File: config.mk
export PLATFORM = sky130hd
export DESIGN_NAME = prbs_pattern_tx
export DESIGN_NICKNAME = d
export VERILOG_FILES = /design/src/rtl/prbs_pattern_tx.sv
export SDC_FILE = /design/constraint.sdc
export NUM_CORES = 1
export LEC_CHECK = 0
export ABC_CLOCK_PERIOD_IN_PS = 3200
export BUFFER_PORTS_ARGS = -buffer_cell sky130_fd_sc_hd__buf_4
export CAP_MARGIN = 5
export CELL_PAD_IN_SITES_DETAIL_PLACEMENT = 1
export CELL_PAD_IN_SITES_GLOBAL_PLACEMENT = 1
export CORE_ASPECT_RATIO = 0.6
export CORE_MARGIN = 10
export CORE_UTILIZATION = 45
export DETAILED_ROUTE_END_ITERATION = 10
export HOLD_SLACK_MARGIN = 0.03
export PLACE_DENSITY_LB_ADDON = 0.15
export SYNTH_ARGS = -nofsm -noshare
export SYNTH_HDL_FRONTEND = slang
export SYNTH_SLANG_ARGS = --single-unit
File: constraint.sdc
create_clock -name clk -period 3.2 [get_ports clk]
set_input_delay 0.32 -clock clk [delete_from_list [all_inputs] [get_ports clk]]
set_output_delay 0.32 -clock clk [all_outputs]
set_load 0.01 [all_outputs]
File: src/rtl/prbs_pattern_tx.sv
// rtl/prbs_pattern_tx.sv - serial sync-pattern then PRBS-15 transmit source
//
// Purpose: on start, sends the 32-bit sync frame n times back-to-back
// (byte PATTERN[31:24] first, each byte LSB first), then switches without a
// gap to a free-running PRBS-15 (x^15+x^14+1) stream until stop.
//
// Ports:
//   clk        in   rising-edge clock
//   rst        in   synchronous active-high reset
//   start      in   begin transmission (accepted only in IDLE)
//   stop       in   end the PRBS phase (sampled only in PRBS)
//   n[2:0]     in   number of sync frames, latched on accepted start
//   err_inj    in   invert the bit being registered (PRBS_TX_ERR_INJ_EN only)
//   data_out   out  registered serial bit, 0 whenever data_valid is low
//   data_valid out  data_out carries a pattern or PRBS bit
//   busy       out  transmission in progress (aligned with data_valid)
//   pat_done   out  one-cycle pulse alongside the last pattern bit
//
// Optional feature macro: PRBS_TX_ERR_INJ_EN (adds err_inj input).

module prbs_pattern_tx #(
  parameter logic [31:0] PATTERN = 32'hABCDEF01,
  parameter logic [14:0] SEED    = 15'h7FFF
) (
  input  logic       clk,
  input  logic       rst,
  input  logic       start,
  input  logic       stop,
  input  logic [2:0] n,
`ifdef PRBS_TX_ERR_INJ_EN
  input  logic       err_inj,
`endif
  output logic       data_out,
  output logic       data_valid,
  output logic       busy,
  output logic       pat_done
);

  // An all-zero seed would lock the LFSR, so it is replaced.
  localparam logic [14:0] SEED_EFF = (SEED == 15'd0) ? 15'h7FFF : SEED;

  typedef enum logic [1:0] {
    S_IDLE    = 2'd0,
    S_PATTERN = 2'd1,
    S_PRBS    = 2'd2
  } state_t;

  state_t      state, state_nxt;
  logic [2:0]  n_lat, n_lat_nxt;
  logic [4:0]  bit_cnt, bit_cnt_nxt;
  logic [2:0]  frame_cnt, frame_cnt_nxt;
  logic [14:0] lfsr, lfsr_nxt;
  logic        data_out_nxt;
  logic        data_valid_nxt;
  logic        busy_nxt;
  logic        pat_done_nxt;
  logic        tx_en;
  logic        tx_bit;
  logic        inj;

`ifdef PRBS_TX_ERR_INJ_EN
  assign inj = err_inj;
`else
  assign inj = 1'b0;
`endif

  always_ff @(posedge clk) begin
    if (rst) begin
      state      <= S_IDLE;
      n_lat      <= 3'd0;
      bit_cnt    <= 5'd0;
      frame_cnt  <= 3'd0;
      lfsr       <= SEED_EFF;
      data_out   <= 1'b0;
      data_valid <= 1'b0;
      busy       <= 1'b0;
      pat_done   <= 1'b0;
    end else begin
      state      <= state_nxt;
      n_lat      <= n_lat_nxt;
      bit_cnt    <= bit_cnt_nxt;
      frame_cnt  <= frame_cnt_nxt;
      lfsr       <= lfsr_nxt;
      data_out   <= data_out_nxt;
      data_valid <= data_valid_nxt;
      busy       <= busy_nxt;
      pat_done   <= pat_done_nxt;
    end
  end

  always_comb begin
    state_nxt     = state;
    n_lat_nxt     = n_lat;
    bit_cnt_nxt   = bit_cnt;
    frame_cnt_nxt = frame_cnt;
    lfsr_nxt      = lfsr;
    pat_done_nxt  = 1'b0;
    tx_en         = 1'b0;
    tx_bit        = 1'b0;

    case (state)
      S_IDLE: begin
        if (start) begin
          n_lat_nxt     = n;
          bit_cnt_nxt   = 5'd0;
          frame_cnt_nxt = 3'd0;
          lfsr_nxt      = SEED_EFF;
          state_nxt     = (n != 3'd0) ? S_PATTERN : S_PRBS;
        end
      end

      S_PATTERN: begin
        tx_en = 1'b1;
        // Byte (3 - bit_cnt[4:3]) first from the MSB end, bit bit_cnt[2:0]
        // within it; 3 - x on two bits is simply ~x.
        tx_bit      = PATTERN[{~bit_cnt[4:3], bit_cnt[2:0]}];
        bit_cnt_nxt = bit_cnt + 5'd1;
        if (bit_cnt == 5'd31) begin
          frame_cnt_nxt = frame_cnt + 3'd1;
          if (frame_cnt == n_lat - 3'd1) begin
            state_nxt    = S_PRBS;
            pat_done_nxt = 1'b1;
          end
        end
      end

      S_PRBS: begin
        tx_en    = 1'b1;
        tx_bit   = lfsr[14];
        lfsr_nxt = {lfsr[13:0], lfsr[14] ^ lfsr[13]};
        if (stop) begin
          state_nxt = S_IDLE;
        end
      end

      default: begin
        state_nxt = S_IDLE;
      end
    endcase

    // Outputs lag the state by one register stage; data_out is held at 0
    // whenever no bit is being sent.
    data_valid_nxt = tx_en;
    busy_nxt       = tx_en;
    data_out_nxt   = tx_en & (tx_bit ^ inj);
  end

endmodule

# Word level (Yosys, flattened, before mapping)
# Memory sizes are Yosys's and may differ from the RTL's.
# Cells that the tools add are included.
# W data, S select, Z words.
totals:
  register_bits: 31
  mem_bits_ro: 32
  input_bits: 7
  out_inout_bits: 4
  word_cells: 54
  memories: 1
memory_table:
  columns: ["memory", "words", "width", "read_ports", "rd_ports_with_merged_regs", "wr", "line", "text"]
  rows:
  - ["(name not given)", 32, 1, 1, 0, 0, "116", "tx_bit = PATTERN[{~bit_cnt[4:3], bit_cnt[2:0]}];"]
classes:
  addsub: 3
  magnitude_cmp: 1
  n_eq_ne: 8
  n_mux: 17
  bitwise_logic: 5
  reduce_logical: 11
ops:
  columns: ["operator", "count"]
  rows:
  - ["$pmux W15 S2", 1]
  - ["$mux W15", 1]
  - ["$mux W2", 5]
  - ["$pmux W5 S2", 1]
  - ["$ne A2 B2 Y1 const B", 4]
  - ["$lt A5 B6 Y1 const B", 1]
  - ["$mux W3", 2]
  - ["$pmux W2 S3", 1]
  - ["$pmux W3 S2", 1]
  - ["$reduce_and A2 Y1", 3]
  - ["$add A5 B1 Y5 const B", 1]
  - ["$eq A5 B5 Y1 const B", 1]
  - ["$mux W5", 1]
  - ["$reduce_and A4 Y1", 1]
  - ["$reduce_bool A2 Y1", 2]
  - ["$add A3 B1 Y3 const B", 1]
  - ["$eq A3 B3 Y1", 1]
  - ["$mux W1", 3]
  - ["$reduce_and A3 Y1", 1]
  - ["$reduce_bool A3 Y1", 1]
  - ["$reduce_or A3 Y1", 1]
  - ["$sub A3 B1 Y3 const B", 1]
  - ["$eq A2 B1 Y1 const B", 1]
  - ["$eq A2 B2 Y1 const B", 1]
  - ["7 further kinds", 8]

# Depth between registers and ports, before layout
logic_depth:
  ltp_word: 5
  depth_mapped: 8
  depth_no_buf: 7

# Least setup slack after synthesis
# Ideal clock, no wire load.
synth_path:
  path_kind: "reg-to-reg"
  startpoint: "reg bit_cnt[0]"
  endpoint: "reg state[1]"
  setup_ps: 115
  arrival_time_ps: 1415
  required_time_ps: 3085
  setup_slack_ps: 1670
  path_stages_with_launch: 7
  path_buffers: 0
  synth_period_minus_slack_ps: 1530
  cell_sequence: "dfxtp_1 > ha_1 > and3_1 > ha_1 > o21ai_0 > a211oi_2 > o21a_1"
synth_between:
  elab_chain_len: 3
synth_rtl:
  columns: ["item", "line", "text"]
  rows:
  - ["start: declaration", "50", "logic [4:0] bit_cnt, bit_cnt_nxt;"]
  - ["start signal: assignment", "81", "bit_cnt <= bit_cnt_nxt;"]
  - ["$eq A5 B5 Y1", "118", "if (bit_cnt == 5'd31) begin"]
  - ["$ne A2 B2 Y1 (no source line)", null, null]
  - ["$reduce_and A4 Y1 (no source line)", null, null]
  - ["end signal: assignment", "79", "state <= state_nxt;"]
  - ["end: declaration", "48", "state_t state, state_nxt;"]
# Every way passes these cells.
# A chain may end at the register's enable or synchronous reset.

# Worst setup path after layout
layout_path:
  startpoint: "reg state[1]"
  endpoint: "reg lfsr[10]"
layout_between:
  elab_chain_len: 3
  word_cells_on_any_way: 6
  cone_classes: "2 x eq/ne; 1 x mux; 3 x reduce/logical"
layout_rtl:
  columns: ["item", "line", "text"]
  rows:
  - ["$eq A2 B2 Y1 / $logic_not A2 Y1 (equally long branches)", "101", "case (state)"]
  - ["$reduce_bool A2 Y1 (no source line) / $ne A2 B2 Y1 (equally long branches)", null, null]
  - ["$reduce_and A2 Y1 (no source line)", null, null]
  - ["end signal: assignment", "83", "lfsr <= lfsr_nxt;"]
  - ["end: declaration", "52", "logic [14:0] lfsr, lfsr_nxt;"]
# Several ways; a longest one is shown, not always the timed one.

==> flow_metrics.tcl <==
set metrics [dict create \
    place_inst 210 \
    drt-total-wl_um 3360 \
    globalRouteOverflowTotal 0 \
    area_growth_pct 11.6 \
    synth.top_cell.area_share_pct 42.1 \
    worst_path_max_delay_cell "nor2_2" \
    synth_flop_cell "dfxtp_1" \
    skew_ns 0.00315 \
    wire_per_inst_um 15.5 \
    grt_max_degree 18 \
    crit_required_ns 3.42 \
    max_slew_margin_pct 62.2 \
    syn_avg_cell_area_um2 8.89 \
    grt_antenna_before_repair 0 \
    drv_cap 0 \
    yosysMostFrequentCell "dfxtp_1" \
    cts_resized 0 \
    rsz0062_at_grt "false" \
    synth_fp_nets 183 \
    cts_root_buf "clkbuf_8" \
    start_kind "flip-flop" \
    grt_first_pass_wirelength_um 5800 \
    finalNonFillerCells 217 \
    synth_common_cells "31 x dfxtp_1, 27 x nand2_1, 15 x o22ai_1" \
    ys_types 37 \
    r2r-end "lfsr[10]" \
    die_w_um 93.9 \
    cts_inserted_buffers 5 \
    viasPerCell 5.45 \
    synth_area_leaders "dfxtp_1 42%, ha_1 8.5%, nand2_1 6.9%" \
    vdd_ir_drop_max_v 0.000281 \
    num_io_pins 11 \
    hold_viol 0 \
    num_vias 1183 \
    arrival_ns 2.11 \
    crit_end "lfsr[10]" \
    cts_tree "done" \
    clk_pin_slew_ns 0.06 \
    min_period_over_period_pct 59.1 \
    setup_tns_ns 0 \
    start_util_pct 49.1 \
    hpwl_um 2330 \
    status "completed" \
    yosys.area.top_type "dfxtp_1" \
    diodes 0 \
    insertion_delay_ns 0.29 \
    hold_path_class "in -> reg" \
    path_delay_family "simple AND/OR/NAND/NOR gates" \
    drt_iter0_markers 56 \
    finalCriticalPeriod_ns 1.89 \
    crit_path_max_fanout 15 \
    drtAntennaViolNets 0 \
    leakagePower_nw 0.614 \
    critical_path_depth 6 \
    critPathBufInv 1 \
    tightestPinTransition_ns 0.567 \
    cp-end-kind "flip-flop" \
    gp_congestion 0.768 \
    fmax_ghz 0.529 \
    firstDrtPassIters 4 \
    io_buffer_count 10 \
    critPathKind "reg -> reg" \
    ys_ff_latch 31 \
    nets 192 \
    yosysSeqAreaShare_pct 42.1 \
    dieArea_mm2 0.00604 \
    layout-drive-gt1-share_pct 13.7 \
    h-tree-depth 2 \
    async_flop_share_pct 0 \
    powerDensity_mw_per_mm2 720 \
    clockBufferDepth 2 \
    rrSetupSlack_ns 1.31 \
    finalSetupViolations 0 \
    core-area_mm2 0.00300 \
    clock-sinks 31 \
    die_y_um 64.4 \
    num-fill-cells 360 \
    critical_path.startpoint "state[1]" \
    critical_path.cell_chain "inv_1 -> ha_1 -> nor2b_1 -> nor2_2 -> o22ai_1 -> nand2_1" \
    slew_viol_final 0 \
    grtUsageTotal_pct 12.1 \
    netlist_instances 166 \
    netlist_area_mm2 0.00148 \
    rows 15 \
    grt_pass1_vias 1192 \
    cts_setup_buffers 0 \
    max_stage_delay_ns 0.48 \
    r2r_start "state[1]" \
    cts_hold_buf 0 \
    synth_edf_count 0 \
    ff2ff_path_depth 6 \
    drc_errors 0 \
    ys_warn_count 0 \
]
layout make-up:
type | count | area (µm²) | area share, %
Sequential cell | 31 | 621 | 37.7
Clock inverter | 1 | 5.00 | 0.304
Tap cell | 42 | 52.6 | 3.19
Inverter | 8 | 30.0 | 1.82
Timing Repair Buffer | 10 | 75.1 | 4.56
Clock buffer | 6 | 82.6 | 5.02
Multi-Input combinational cell | 119 | 781 | 47.4
flip-flops by register name (all words and copies together) (netlist names):
| name | count |
|---|---|
| frame_cnt | 3 |
| pat_done | 1 |
| state | 2 |
| busy | 1 |
| lfsr | 15 |
| n_lat | 3 |
| bit_cnt | 5 |
| data_out | 1 |
report_power, final:
part / total [mW] / switching [mW] / internal (mW)
clock network: 0.317 / 0.148 / 0.169
registers: 0.445 / 0.0257 / 0.419
logic: 0.423 / 0.275 / 0.148
worst reg2reg max path: stages, from the launching register on:
cell     delay [ns]
dfxtp_1        0.37
inv_1          0.08
ha_1           0.34
nor2b_1        0.25
nor2_2         0.48
o22ai_1        0.20
nand2_1        0.10
per-layer routing:
metal | global-route usage, % | wire (µm)
met1 | 14.9 | 1650
met2 | 18.5 | 1510
met3 | 3.85 | 123
met4 | 6.23 | 76
met5 | 0 | 0
worst min-delay path by stage:
stage,startpoint,end,slack [ns],cells after the start
6_report,n[2],n_lat[2],0.32,3
5_1_grt,n[1],n_lat[1],0.33,3
4_1_cts,n[1],n_lat[1],0.32,3
3_5_place_dp,n_lat[1],n_lat[1],0.45,2
3_3_place_gp,n_lat[1],n_lat[1],0.45,2
2_1_floorplan,rst,frame_cnt[2],0.39,1
layout by cell type (no fill, tap or decap), types with 2 or more instances in the layout:
cell and instances:
a22oi_1 3, o21a_1 2, a21oi_1 6, o21ai_0 4, nor2b_1 4, nor3_1 4
o21ai_1 4, inv_1 7, a32oi_1 2, xor2_2 2, o22ai_1 15, mux2i_1 3
ha_1 10, nand2_1 27, nand3_1 6, buf_4 10, dfxtp_1 31, nor2_1 7
clkbuf_8 6, nand2b_1 6
per-stage QoR:
step / area [µm²] / setup WS [ns] / total power, mW / utilization, % / hold slack (ns)
CTS: 1650 / 1.29 / 1.19 / 54.8 / 0.319
floorplan: 1480 / 1.67 / 0.785 / - / 0.389
global route: 1650 / 1.09 / 1.27 / 54.8 / 0.328
finish: 1650 / 1.31 / 1.19 / 54.8 / 0.317
detailed placement: 1560 / 1.31 / 0.872 / 51.9 / 0.454
global placement: 1560 / 1.45 / 0.850 / 51.9 / 0.451
cell families (layout without fill, tap and decap cells):
kind of cell / count (synthesis) / in the layout / synth area share, %
AO/OA/AOI/OAI: 42 / 42 / 18.4
XOR/XNOR: 4 / 4 / 4.33
adder cells (fa/ha/maj): 10 / 10 / 8.48
buffers and inverters: 16 / 25 / 5.00
flip-flops: 31 / 31 / 42.1
multiplexers: 3 / 3 / 2.04
AND/OR/NAND/NOR: 60 / 60 / 19.7
Note: power is estimated with default switching activity, not from simulation.
